==> src/rtl/alu_seq_unit_pkg.sv <==
// Shared opcode constants, FSM encoding and helpers for the sequential ALU.
package alu_seq_unit_pkg;

    localparam logic [3:0] ALU_ORA = 4'd0;
    localparam logic [3:0] ALU_AND = 4'd1;
    localparam logic [3:0] ALU_EOR = 4'd2;
    localparam logic [3:0] ALU_ADC = 4'd3;
    localparam logic [3:0] ALU_SBC = 4'd4;
    localparam logic [3:0] ALU_ROR = 4'd5;
    localparam logic [3:0] ALU_ROL = 4'd6;
    localparam logic [3:0] ALU_PSA = 4'd7;

    typedef enum logic {
        ST_IDLE = 1'b0,
        ST_RUN  = 1'b1
    } state_t;

    function automatic logic is_arith(input logic [3:0] op);
        return (op == ALU_ADC) || (op == ALU_SBC);
    endfunction

endpackage

==> src/rtl/alu_digit_adder.sv <==
// One-nibble binary/packed-BCD adder used once per cycle by the sequential ALU.
module alu_digit_adder (
    input  logic [3:0] a,
    input  logic [3:0] b,
    input  logic       cy_in,
    input  logic       dec,
    input  logic       sub,
    output logic [3:0] digit,
    output logic       cy_out
);

    logic [4:0] sum_s;

    // Raw 5-bit sum followed by the decimal correction for the selected direction
    always_comb begin
        sum_s  = {1'b0, a} + {1'b0, b} + {4'b0000, cy_in};
        digit  = sum_s[3:0];
        cy_out = sum_s[4];
        if (dec && !sub) begin
            if (sum_s > 5'd9) begin
                digit  = sum_s[3:0] + 4'd6;
                cy_out = 1'b1;
            end else begin
                digit  = sum_s[3:0];
                cy_out = sum_s[4];
            end
        end else if (dec && sub) begin
            // a borrow out of a BCD digit leaves a value 6 above the true 10's complement
            if (!sum_s[4]) begin
                digit = sum_s[3:0] + 4'd10;
            end else begin
                digit = sum_s[3:0];
            end
        end else begin
            digit  = sum_s[3:0];
            cy_out = sum_s[4];
        end
    end

endmodule

==> src/rtl/alu_seq_unit.sv <==
// Multi-cycle ALU: nibble-serial binary/BCD add/sub, bit-serial rotate through carry,
// single-step logic ops, with start/busy/done handshake and global ready stall.
module alu_seq_unit
    import alu_seq_unit_pkg::*;
#(
    parameter int WIDTH  = 16,
    parameter int DIGITS = WIDTH / 4,
    parameter int SHW    = $clog2(WIDTH)
) (
    input  logic             clk,
    input  logic             reset_n,
    input  logic             ready,
    input  logic             start,
    input  logic [3:0]       op,
    input  logic             dec,
    input  logic [WIDTH-1:0] a,
    input  logic [WIDTH-1:0] b,
    input  logic             c_in,
    input  logic [SHW-1:0]   shamt,
    output logic             busy,
    output logic             done,
    output logic [WIDTH-1:0] result,
    output logic             carry_out,
    output logic             half_carry_out,
    output logic             overflow_out,
    output logic             zero_out,
    output logic             negative_out
);

    localparam logic [SHW-1:0] CNT_ZERO  = {SHW{1'b0}};
    localparam logic [SHW-1:0] CNT_ONE   = {{(SHW-1){1'b0}}, 1'b1};
    localparam logic [SHW-1:0] CNT_FIRST = SHW'(DIGITS - 1);

    state_t           state_r, next_state_s;
    logic [3:0]       op_r;
    logic             dec_r, cy_r, hc_r, a_msb_r, b_msb_r;
    logic [WIDTH-1:0] a_r, b_r, work_r;
    logic [SHW-1:0]   shamt_r, cnt_r, load_cnt_s;
    logic             accept_s, last_s;
    logic [WIDTH-1:0] step_work_s;
    logic             step_cy_s;
    logic [3:0]       dig_s;
    logic             dig_cy_s;

    alu_digit_adder u_digit (
        .a      (a_r[3:0]),
        .b      (b_r[3:0]),
        .cy_in  (cy_r),
        .dec    (dec_r),
        .sub    (op_r == ALU_SBC),
        .digit  (dig_s),
        .cy_out (dig_cy_s)
    );

    assign busy = (state_r == ST_RUN);

    // State register
    always_ff @(posedge clk) begin
        if (!reset_n) begin
            state_r <= ST_IDLE;
        end else begin
            state_r <= next_state_s;
        end
    end

    // Next-state logic; ready low freezes everything
    always_comb begin
        next_state_s = state_r;
        accept_s     = 1'b0;
        last_s       = 1'b0;
        case (state_r)
            ST_IDLE: begin
                if (ready && start) begin
                    next_state_s = ST_RUN;
                    accept_s     = 1'b1;
                end else begin
                    next_state_s = ST_IDLE;
                end
            end
            ST_RUN: begin
                if (ready && (cnt_r == CNT_ZERO)) begin
                    next_state_s = ST_IDLE;
                    last_s       = 1'b1;
                end else begin
                    next_state_s = ST_RUN;
                end
            end
            default: next_state_s = ST_IDLE;
        endcase
    end

    // Step count minus one for the operation being accepted
    always_comb begin
        load_cnt_s = CNT_ZERO;
        case (op)
            ALU_ADC, ALU_SBC: load_cnt_s = CNT_FIRST;
            ALU_ROR, ALU_ROL: begin
                if (shamt != CNT_ZERO) begin
                    load_cnt_s = shamt - CNT_ONE;
                end else begin
                    load_cnt_s = CNT_ZERO;
                end
            end
            default: load_cnt_s = CNT_ZERO;
        endcase
    end

    // One datapath step: next working value and carry
    always_comb begin
        step_work_s = work_r;
        step_cy_s   = cy_r;
        case (op_r)
            ALU_ADC, ALU_SBC: begin
                // digits enter at the top so the word is aligned after the last step
                step_work_s = {dig_s, work_r[WIDTH-1:4]};
                step_cy_s   = dig_cy_s;
            end
            ALU_ROR: begin
                if (shamt_r != CNT_ZERO) begin
                    step_work_s = {cy_r, work_r[WIDTH-1:1]};
                    step_cy_s   = work_r[0];
                end else begin
                    step_work_s = work_r;
                    step_cy_s   = cy_r;
                end
            end
            ALU_ROL: begin
                if (shamt_r != CNT_ZERO) begin
                    step_work_s = {work_r[WIDTH-2:0], cy_r};
                    step_cy_s   = work_r[WIDTH-1];
                end else begin
                    step_work_s = work_r;
                    step_cy_s   = cy_r;
                end
            end
            ALU_ORA: begin
                step_work_s = a_r | b_r;
                step_cy_s   = 1'b0;
            end
            ALU_AND: begin
                // carry doubles as a bit-test result for branch sequences
                step_work_s = a_r & b_r;
                step_cy_s   = |(a_r & b_r);
            end
            ALU_EOR: begin
                step_work_s = a_r ^ b_r;
                step_cy_s   = 1'b0;
            end
            default: begin
                step_work_s = a_r;
                step_cy_s   = 1'b0;
            end
        endcase
    end

    // Operand latch, per-step datapath update and output/flag registers
    always_ff @(posedge clk) begin
        if (!reset_n) begin
            op_r           <= 4'd0;
            dec_r          <= 1'b0;
            a_r            <= {WIDTH{1'b0}};
            b_r            <= {WIDTH{1'b0}};
            cy_r           <= 1'b0;
            shamt_r        <= CNT_ZERO;
            cnt_r          <= CNT_ZERO;
            work_r         <= {WIDTH{1'b0}};
            hc_r           <= 1'b0;
            a_msb_r        <= 1'b0;
            b_msb_r        <= 1'b0;
            done           <= 1'b0;
            result         <= {WIDTH{1'b0}};
            carry_out      <= 1'b0;
            half_carry_out <= 1'b0;
            overflow_out   <= 1'b0;
            zero_out       <= 1'b0;
            negative_out   <= 1'b0;
        end else if (ready) begin
            done <= 1'b0;
            if (accept_s) begin
                op_r    <= op;
                dec_r   <= dec;
                a_r     <= a;
                b_r     <= (op == ALU_SBC) ? ~b : b;
                cy_r    <= c_in;
                shamt_r <= shamt;
                cnt_r   <= load_cnt_s;
                work_r  <= a;
                hc_r    <= 1'b0;
                a_msb_r <= a[WIDTH-1];
                b_msb_r <= (op == ALU_SBC) ? ~b[WIDTH-1] : b[WIDTH-1];
            end else if (state_r == ST_RUN) begin
                work_r <= step_work_s;
                cy_r   <= step_cy_s;
                cnt_r  <= cnt_r - CNT_ONE;
                if (is_arith(op_r)) begin
                    a_r <= a_r >> 4'd4;
                    b_r <= b_r >> 4'd4;
                end
                if (is_arith(op_r) && (cnt_r == CNT_FIRST)) begin
                    hc_r <= dig_cy_s;
                end
                if (last_s) begin
                    done           <= 1'b1;
                    result         <= step_work_s;
                    carry_out      <= step_cy_s;
                    half_carry_out <= is_arith(op_r) ? hc_r : 1'b0;
                    overflow_out   <= is_arith(op_r) &&
                                      (a_msb_r == b_msb_r) &&
                                      (step_work_s[WIDTH-1] != a_msb_r);
                    zero_out       <= (step_work_s == {WIDTH{1'b0}});
                    negative_out   <= step_work_s[WIDTH-1];
                end
            end
        end
    end

endmodule
==> config.mk <==
export PLATFORM = sky130hd
export DESIGN_NAME = alu_seq_unit
export DESIGN_NICKNAME = d
export VERILOG_FILES = /design/src/rtl/alu_seq_unit_pkg.sv /design/src/rtl/alu_digit_adder.sv /design/src/rtl/alu_seq_unit.sv
export SDC_FILE = /design/constraint.sdc
export NUM_CORES = 1
export LEC_CHECK = 0
export CORE_MARGIN = 2
export CORE_UTILIZATION = 57
export DETAILED_ROUTE_END_ITERATION = 8
export GPL_TIMING_DRIVEN = 1
export PLACE_DENSITY = 0.91
export SYNTH_ARGS = -nofsm -noshare
export SYNTH_HDL_FRONTEND = slang
export SYNTH_SLANG_ARGS = --single-unit
==> constraint.sdc <==
create_clock -name clk -period 7.2 [get_ports clk]
set_input_delay 1.44 -clock clk [delete_from_list [all_inputs] [get_ports clk]]
set_output_delay 1.44 -clock clk [all_outputs]
set_load 0.02 [all_outputs]
### After elaboration in Yosys (flattened, before gate mapping)

Cells that the tools add are included.
W data, S select, Z words.

| operators by class | value |
|---|---|
| bitwise logic cells | 7 |
| $lt $le $gt $ge | 1 |
| mux-type cells | 41 |
| equality and inequality tests | 13 |
| $add $sub $neg | 6 |
| reductions and logical operators | 26 |

Operator list:

| operator | count |
|---|---|
| $mux W16 | 11 |
| $pmux W16 S6 | 1 |
| $mux W4 | 7 |
| $eq A4 B3 Y1 const B | 6 |
| $mux W1 | 19 |
| $and A16 B16 Y16 | 1 |
| $eq A4 B2 Y1 const B | 4 |
| $logic_not A16 Y1 | 1 |
| $not A16 Y16 | 1 |
| $or A16 B16 Y16 | 1 |
| $reduce_or A16 Y1 | 1 |
| $xor A16 B16 Y16 | 1 |
| $logic_not A4 Y1 | 2 |
| $pmux W4 S2 | 1 |
| $reduce_bool A4 Y1 | 2 |
| $sub A4 B1 Y4 const B | 2 |
| $logic_and A1 B1 Y1 | 7 |
| $reduce_and A3 Y1 | 2 |
| $reduce_bool A2 Y1 | 3 |
| $reduce_or A2 Y1 | 3 |
| $add A4 B4 Y5 | 1 |
| $add A5 B1 Y5 | 1 |
| $gt A5 B4 Y1 const B | 1 |
| $add A4 B3 Y4 const B | 1 |
| 11 further kinds | 14 |

| storage, ports and cells | value |
|---|---|
| output and inout bits | 23 |
| register bits | 88 |
| input bits | 46 |
| word-level logic and storage cells | 113 |

### Logic depth before layout (Yosys ltp)

| depth | value |
|---|---|
| depth in word-level cells | 9 |
| depth in mapped cells | 11 |
| gate-level depth less buffers | 11 |

### Modules after synthesis

A second synthesis with hierarchy kept.

| second synthesis, totals | value |
|---|---|
| cells, all modules | 770 |
| area total of the unflattened synthesis | 5988.2 µm² |

By module, submodules not included:

| module | sequential area each (µm²) | area an instance (µm²) | times used | cells each |
|---|---|---|---|---|
| alu_seq_unit | 1741.7 | 5620.4 | 1 | 725 |
| alu_digit_adder | 0.0 | 367.9 | 1 | 45 |

### Worst setup path before layout

Ideal clock, no wire load.

| timing | value |
|---|---|
| path type | register to register |
| start | register cy_r |
| end | register result[13] |
| path slack | 4027 ps |
| library setup time | 115 ps |
| required time | 7085 ps |
| path buffers | 0 |
| stages on the path, launching flop included | 12 |
| arrival time | 3058 ps |
| period minus slack after synthesis | 3173 ps |
| path through | dfxtp_1 fa_1 fa_1 xor2_1 inv_1 ha_1 a2111oi_0 o21bai_1 xnor2_1 o21ai_1 o21ai_0 and2_1 |

| between the ends | value |
|---|---|
| cells in the longest elaborated chain, start to end | 6 |
| elaborated cells on any way between the ends | 9 |
| those cells by class | add/sub (3); order compare (1); mux (5) |

Ends and longest elaborated chain:

| item | RTL line | RTL |
|---|---|---|
| start, declared | alu_seq_unit.sv:36 | `logic dec_r, cy_r, hc_r, a_msb_r, b_msb_r;` |
| start signal, assigned | alu_seq_unit.sv:184 | `cy_r <= c_in;` |
| start signal, assigned | alu_seq_unit.sv:193 | `cy_r <= step_cy_s;` |
| $add A5 B1 Y5 * | alu_digit_adder.sv:16 | `sum_s = {1'b0, a} + {1'b0, b} + {4'b0000, cy_in};` |
| $add A4 B4 Y4 | alu_digit_adder.sv:30 | `digit = sum_s[3:0] + 4'd10;` |
| $mux W4 | alu_digit_adder.sv:29 | `if (!sum_s[4]) begin` |
| $mux W4 | alu_digit_adder.sv:27 | `end else if (dec && sub) begin` |
| $mux W4 * | alu_digit_adder.sv:19 | `if (dec && !sub) begin` |
| $pmux W16 S6 * | alu_seq_unit.sv:112 | `case (op_r)` |
| end signal, assigned | alu_seq_unit.sv:171 | `result <= {WIDTH{1'b0}};` |
| end signal, assigned | alu_seq_unit.sv:204 | `result <= step_work_s;` |
| end, declared | alu_seq_unit.sv:22 | `output logic [WIDTH-1:0] result,` |

Mark *: on every way between the ends. The rest lies on a longest branch, timed or not.
A chain may end at the register's enable or synchronous reset.

### Worst setup path in the final report

| timing | value |
|---|---|
| start | input port ready |
| end | register zero_out |

| between the ends | value |
|---|---|
| cells in the longest elaborated chain, start to end | 5 |
| elaborated cells on any way between the ends | 8 |
| those cells by class | mux (4); bitwise (1); reduce/logical (3) |

Ends and longest elaborated chain:

| item | RTL line | RTL |
|---|---|---|
| start, declared | alu_seq_unit.sv:12 | `input logic ready,` |
| $logic_and A1 B1 Y1 | alu_seq_unit.sv:73 | `if (ready && start) begin` |
| $mux W1 | alu_seq_unit.sv:73 |  |
| $mux W1 | alu_seq_unit.sv:71 | `case (state_r)` |
| $not A1 Y1 (no source line) | - |  |
| $reduce_and A4 Y1 (no source line) * | - |  |
| end signal, assigned | alu_seq_unit.sv:210 | `zero_out <= (step_work_s == {WIDTH{1'b0}});` |
| end, declared | alu_seq_unit.sv:26 | `output logic zero_out,` |

Marked as above.

==> flow_summary.json <==
{
  "hpwl_um": 13800,
  "busiest_layer": "met2",
  "vias": 6062,
  "finalCriticalPeriod_ps": 4740,
  "rsz0062_at_grt": "no",
  "final_hold_viol_count": 0,
  "crit_buf_inv": 1,
  "hold_ws_ps": 463,
  "syn-num-nets": 840,
  "numClockSinks": 87,
  "required_ps": 7520,
  "worstSkewPairLatency_ps": 380,
  "fp.coreArea_um2": 9730,
  "use_met3_pct": 5.98,
  "drv_cap": 0,
  "ys_ff_latch": 87,
  "worstPathCellList": "clkdlybuf4s50_1, o21ai_1, nor2_1, and3_1, nand2_1, nor4_1, and3_1, nand4b_1, o21ai_1",
  "arrival_ps": 5060,
  "clock_skew_ps": 11.6,
  "wl_per_cell_um": 20.6,
  "portBuffers": 68,
  "num_io_pins": 69,
  "track_usage_pct": 35.7,
  "grt_overflow": 0,
  "synth_area_leaders": "dfxtp_1 (31%), ha_1 (8.4%), nand2_1 (7.5%)",
  "tightest_slew_ps": 1290,
  "fillCellCount": 828,
  "die_x_um": 104,
  "fin_nets": 874,
  "rows": 36,
  "die-area_um2": 10700,
  "cts_made_buffers": 9,
  "ir_drop_v": 0.0000976,
  "crit_slowest_cell": "clkdlybuf4s50_1",
  "antenna_cells": 0,
  "hold_path.class": "flop to flop",
  "syn_inst": 754,
  "synth_cell_types": 59,
  "syn_to_final_growth_pct": 16.4,
  "syn_avg_cell_area_um2": 7.51,
  "status": "finished, final reports clean",
  "postRouteAntennaNets": 0,
  "critPathMaxStageDelay_ps": 1080,
  "cts_tree": "yes",
  "worst_slack_ps": 2460,
  "htreeDepth": 3,
  "async_flop_share_pct": 0,
  "rr_startpoint": "cy_r",
  "synthFlopType": "dfxtp_1",
  "instances_no_fill": 926,
  "pre_cts_ws_ps": 2000,
  "grt_max_degree": 74,
  "post_cts_resized": 0,
  "netlist.area_leader.share_pct": 30.8,
  "total_power_mw": 1.27,
  "met2_usage_pct": 57.5,
  "slew_violations": 0,
  "grt_pass1_vias": 5857,
  "dp_cells": 910,
  "use_met1_pct": 47.3,
  "grt_pass1_wl_um": 30700,
  "synth_area_um2": 5660,
  "drt_first_iter_violations": 645,
  "postCtsHoldBufs": 0,
  "setup-tns-final_ps": 0,
  "synth_top_cell_by_area": "dfxtp_1",
  "crit_path_end_kind": "flop",
  "drt-total-wl_um": 19100,
  "cts_setup_buffers": 0,
  "synth-edff-count": 0,
  "max_freq_mhz": 211,
  "setup.worst_path.start": "ready",
  "die_height_um": 104,
  "crit_path_start_kind": "primary input",
  "dr.pass1.iters": 6,
  "report.final.setup_viol": 0,
  "hold_path.startpoint": "result[9]",
  "finalWeightedCongestion": 1.00,
  "max_slew_margin_pct": 14.3,
  "crit_fanout": 22,
  "cts_buffer_depth": 2,
  "path_delay_family": "simple AND/OR/NAND/NOR gates",
  "period_share_pct": 65.8,
  "power_density_nw_per_um2": 192,
  "antenna_found_initial": 0,
  "seq_area_frac_synth_pct": 30.8,
  "root_buffer": "clkbuf_8",
  "drc": 0,
  "p_leak_nw": 2.41,
  "routed_via_density": 6.55,
  "clk_pin_slew_ps": 100,
  "drive_gt1_share_pct": 3.78,
  "initial_core_util_pct": 58.2,
  "path_class": "primary input to flop",
  "yosysWarningCount": 0
}
-- cells in the final DEF (no fill, tap or decap), types with 9 or more instances in the layout --
cell type,netlist,final
inv_1,50,50
ha_1,38,38
nor2b_1,10,10
nand2_1,113,113
dfxtp_1,87,87
a221oi_1,16,16
nand3_1,12,12
a22o_1,19,19
o22ai_1,20,20
xnor2_1,18,18
nor3_1,19,18
a21oi_1,79,79
nand2b_1,11,11
nor2_1,54,54
a22oi_1,13,13
o21ai_0,26,25
o211ai_1,16,16
buf_4,2,10
clkdlybuf4s50_1,0,68
clkbuf_8,0,9
-- kinds of logic after synthesis --
family / after synthesis / synth area share (%)
AO/OA/AOI/OAI: 248 / 29.3
XOR/XNOR: 22 / 3.40
adder cells (fa/ha/maj): 40 / 9.10
buffers and inverters: 106 / 7.38
flip-flops: 87 / 30.8
multiplexers: 2 / 0.376
AND/OR/NAND/NOR: 249 / 19.7
-- state kept, by name (all words and copies together) (netlist names), 4 cells and up --
name,flops
shamt_r,4
op_r,4
cnt_r,4
work_r,16
result,16
b_r,16
a_r,16
-- final timing paths --
| kind | end | slack [ps] | depth (start not counted) |
|---|---|---|---|
| worst max-delay path | zero_out | 2460 | 9 |
| worst min-delay path | result[9] | 460 | 2 |
| worst max register to register | result[13] | 3110 | 11 |
| worst min register to register | result[9] | 460 | 2 |
-- Yosys cell counts (all sizes together), types with 3 or more instances --
cell,number
a211o,3
a211oi,7
a21oi,79
a221oi,16
a22o,19
a22oi,13
a2bb2oi,5
a311oi,5
a31oi,5
a32o,3
a32oi,7
and2,6
and3,4
buf,9
clkbuf,46
dfxtp,87
ha,38
inv,51
nand2,113
nand2b,11
nand3,12
nor2,54
nor2b,10
nor3,19
nor4,8
o2111ai,3
o211ai,16
o21ai,31
o22ai,20
xnor2,18
xor2,4
-- tightest hold or removal path: stages (launching register included) --
cell and delay, ps:
dfxtp_1 320, nand2_1 50, a21oi_1 50
-- where the power goes --
| group | leakage [nW] | internal [mW] | switching [mW] |
|---|---|---|---|
| sequential | 0.711 | 0.512 | 0.0402 |
| combinational | 1.58 | 0.129 | 0.194 |
| clock | 0.110 | 0.199 | 0.191 |
-- cell type report --
class | instances | area [um2] | share of cell area (%)
Multi-Input combinational cell | 561 | 3510 | 53.2
Timing Repair Buffer | 78 | 756 | 11.5
Clock inverter | 7 | 103 | 1.56
Tap cell | 133 | 166 | 2.53
Sequential cell | 87 | 1740 | 26.4
Clock buffer | 9 | 124 | 1.88
Inverter | 51 | 191 | 2.90
-- layer usage --
metal | share of wire [%] | wire [um]
met1 | 40 | 7690
met2 | 45 | 8670
met3 | 10 | 1960
met4 | 4.0 | 767
met5 | 0 | 0
-- metrics by stage --
stage / utilization, % / cell area [um2]
after floorplan: - / 5660
after global placement: 65.4 / 6360
after detailed placement: 65.4 / 6360
after CTS: 67.7 / 6590
after global routing: 67.7 / 6590
final: 67.7 / 6590
Note: power is estimated with default switching activity, not from simulation.
==> RTL change (same settings) <==
Set the parameter `WIDTH` to 8 (it was 16).
--- a/src/rtl/alu_seq_unit.sv
+++ b/src/rtl/alu_seq_unit.sv
@@ -3,7 +3,7 @@
 module alu_seq_unit
     import alu_seq_unit_pkg::*;
 #(
-    parameter int WIDTH  = 16,
+    parameter int WIDTH  = 8,
     parameter int DIGITS = WIDTH / 4,
     parameter int SHW    = $clog2(WIDTH)
 ) (
Interface: changed (resized a, b, result and shamt); port bits go from 69 to 44. No check against the original RTL was run, so the function may have changed too.
==> RTL change against the original RTL <==
- routed wire length down 49%
- clock skew down 0.0043 ns
- area after synthesis down 38%
- non-clock buffer count down 31
- die area down 36%
- sequential cell count down 34
- power down 45%
- core utilization up 0.42 points
- final area down 38%
- worst setup slack better by 1.1 ns
- synthesized cell count down 38%
- register-to-register slack better by 0.41 ns
- critical path type is now register to register
- critical path depth up 2
- largest cell class unchanged
==> RTL change: results (changes against the original RTL) <==
Run status
  • Outcome: complete, no violations

Detailed routing
  • Detailed Route Iter0 Violations: 403 (-38%)
  • Count of TritonRoute iterations in the first routing pass: 5 (-1)
  • Number of vias after detailed routing: 3,630 (-40%)

Power and ir drop
  • Internal power contribution: 482 µW (-43%)
  • Clock distribution power: 203 µW (-48%)
  • Largest vdd supply drop: 0.112 mV (+15%)
  • Leakage power total: 1.54 nW (-36%)
  • Power in combinational cells: 165 µW (-49%)

Placement
  • Gp weighted congestion: 0.985 (-1.6%)
  • Worst setup slack before clock tree synthesis: 3.39 ns (+1.39 ns)
  • Port Buffers: 43 (-37%)
  • Number of cells after detailed placement: 560 (-38%)

STA
  • Post-route clock skew: 0.00737 ns (-0.00425 ns)
  • Worst slew slack as a fraction of its limit: 13.0% (-1.3 points)

Clock tree
  • Latest clock arrival within the worst-skew pair: 0.31 ns (-0.07 ns)
  • Number of buffers added by the clock tree synthesis step: 5 (-4)
  • H-tree lvl count: 2 (-1)

Finish
  • Post-route non-filler standard cell count: 568 (-39%)
  • Total number of nets in the final design: 544 (-38%)
  • Fraction of layout instances using a drive strength above 1: 4.46% (+0.68 points)

Synthesis
  • Synthesized netlist net count: 523 (-38%)
  • Adder and majority cell fraction of the synthesized area: 8.59% (-0.51 points)
  • Count of synthesis-stage warnings from yosys: 0 (unchanged)
  • Biggest area contributors in the synthesized netlist: sky130_fd_sc_hd__dfxtp_1 (30%), sky130_fd_sc_hd__nand2_1 (8.7%), sky130_fd_sc_hd__ha_1 (7.5%)
  • Share of the yosys chip area belonging to registers: 30.1% (-0.64 points)
  • Xor and xnor area share after synthesis: 2.49% (-0.92 points)
  • Synth unique cells: 56 (-5.1%)
  • Library cell occupying the most area in the post-synthesis netlist: sky130_fd_sc_hd__dfxtp_1
  • Per-instance average area after synthesis: 7.48 µm² (-0.40%)
  • Cell types with the highest counts after synthesis: sky130_fd_sc_hd__nand2_1 (82), sky130_fd_sc_hd__dfxtp_1 (53), sky130_fd_sc_hd__nor2_1 (39)

Hold path
  • Source of the worst hold timing path: shamt_r[2]

Setup path
  • Max stage delay cell, worst path: sky130_fd_sc_hd__a31oi_1
  • Data arrival time at the worst-slack endpoint: 3.90 ns (-1.16 ns)
  • Slowest Stage Delay on Critical Path: 0.54 ns (-0.54 ns)
  • Maximum fanout along the worst path: 5 (-77%)

GRT
  • Pin count of the biggest net entering global routing: 39 (-47%)
  • Via count of the first global-routing pass: 3,241 (-45%)
  • First-pass GRT wire length: 15,600 µm (-49%)
[RTL change: kinds of logic after synthesis]
family,Yosys count
xor gates and xnor gates,10
AOI/OAI and AO/OA,156
DFF,53
and+or+nand+nor,165
muxes,3
buffers and inverters,61
adders and majority gates,23
[RTL change: worst reg2reg max path, stage by stage (launching register included)]
cell	delay [ns]
sky130_fd_sc_hd__dfxtp_1	0.41
sky130_fd_sc_hd__fa_1	0.50
sky130_fd_sc_hd__fa_1	0.45
sky130_fd_sc_hd__xor2_1	0.21
sky130_fd_sc_hd__inv_1	0.11
sky130_fd_sc_hd__ha_1	0.24
sky130_fd_sc_hd__a22o_1	0.26
sky130_fd_sc_hd__nand3b_1	0.22
sky130_fd_sc_hd__or3_1	0.35
sky130_fd_sc_hd__a31oi_1	0.54
sky130_fd_sc_hd__inv_1	0.09
sky130_fd_sc_hd__o31ai_1	0.24
[RTL change: path summary, 6_finish.rpt]
kind	end	slack, ns	cells after the start
hold / removal	shamt_r[2]	0.46	2
hold reg to reg	shamt_r[2]	0.46	2
setup / recovery	zero_out	3.52	11
setup reg to reg	zero_out	3.52	11
[RTL change: final cells by class]
cell class	count	area (µm²)
clock buffers	6	72.6
well taps	75	93.8
inverters	28	105
fillers	508	1900
flip-flops and latches	53	1060
clock inverters	2	38.8
multi-input cells	357	2230
repair buffers	47	460
[RTL change: per-layer routing]
| layer | wire length [µm] | GRT usage, % |
|---|---|---|
| met5 | 0 | 0 |
| met4 | 233 | 8.36 |
| met3 | 898 | 6.63 |
| met2 | 4600 | 47.8 |
| met1 | 4060 | 39.5 |
[RTL change: per-stage QoR]
step	total power [mW]	area [µm²]
floorplan	0.440	3520
global placement	0.492	3950
detailed placement	0.498	3950
CTS	0.698	4060
global route	0.734	4060
finish	0.700	4060
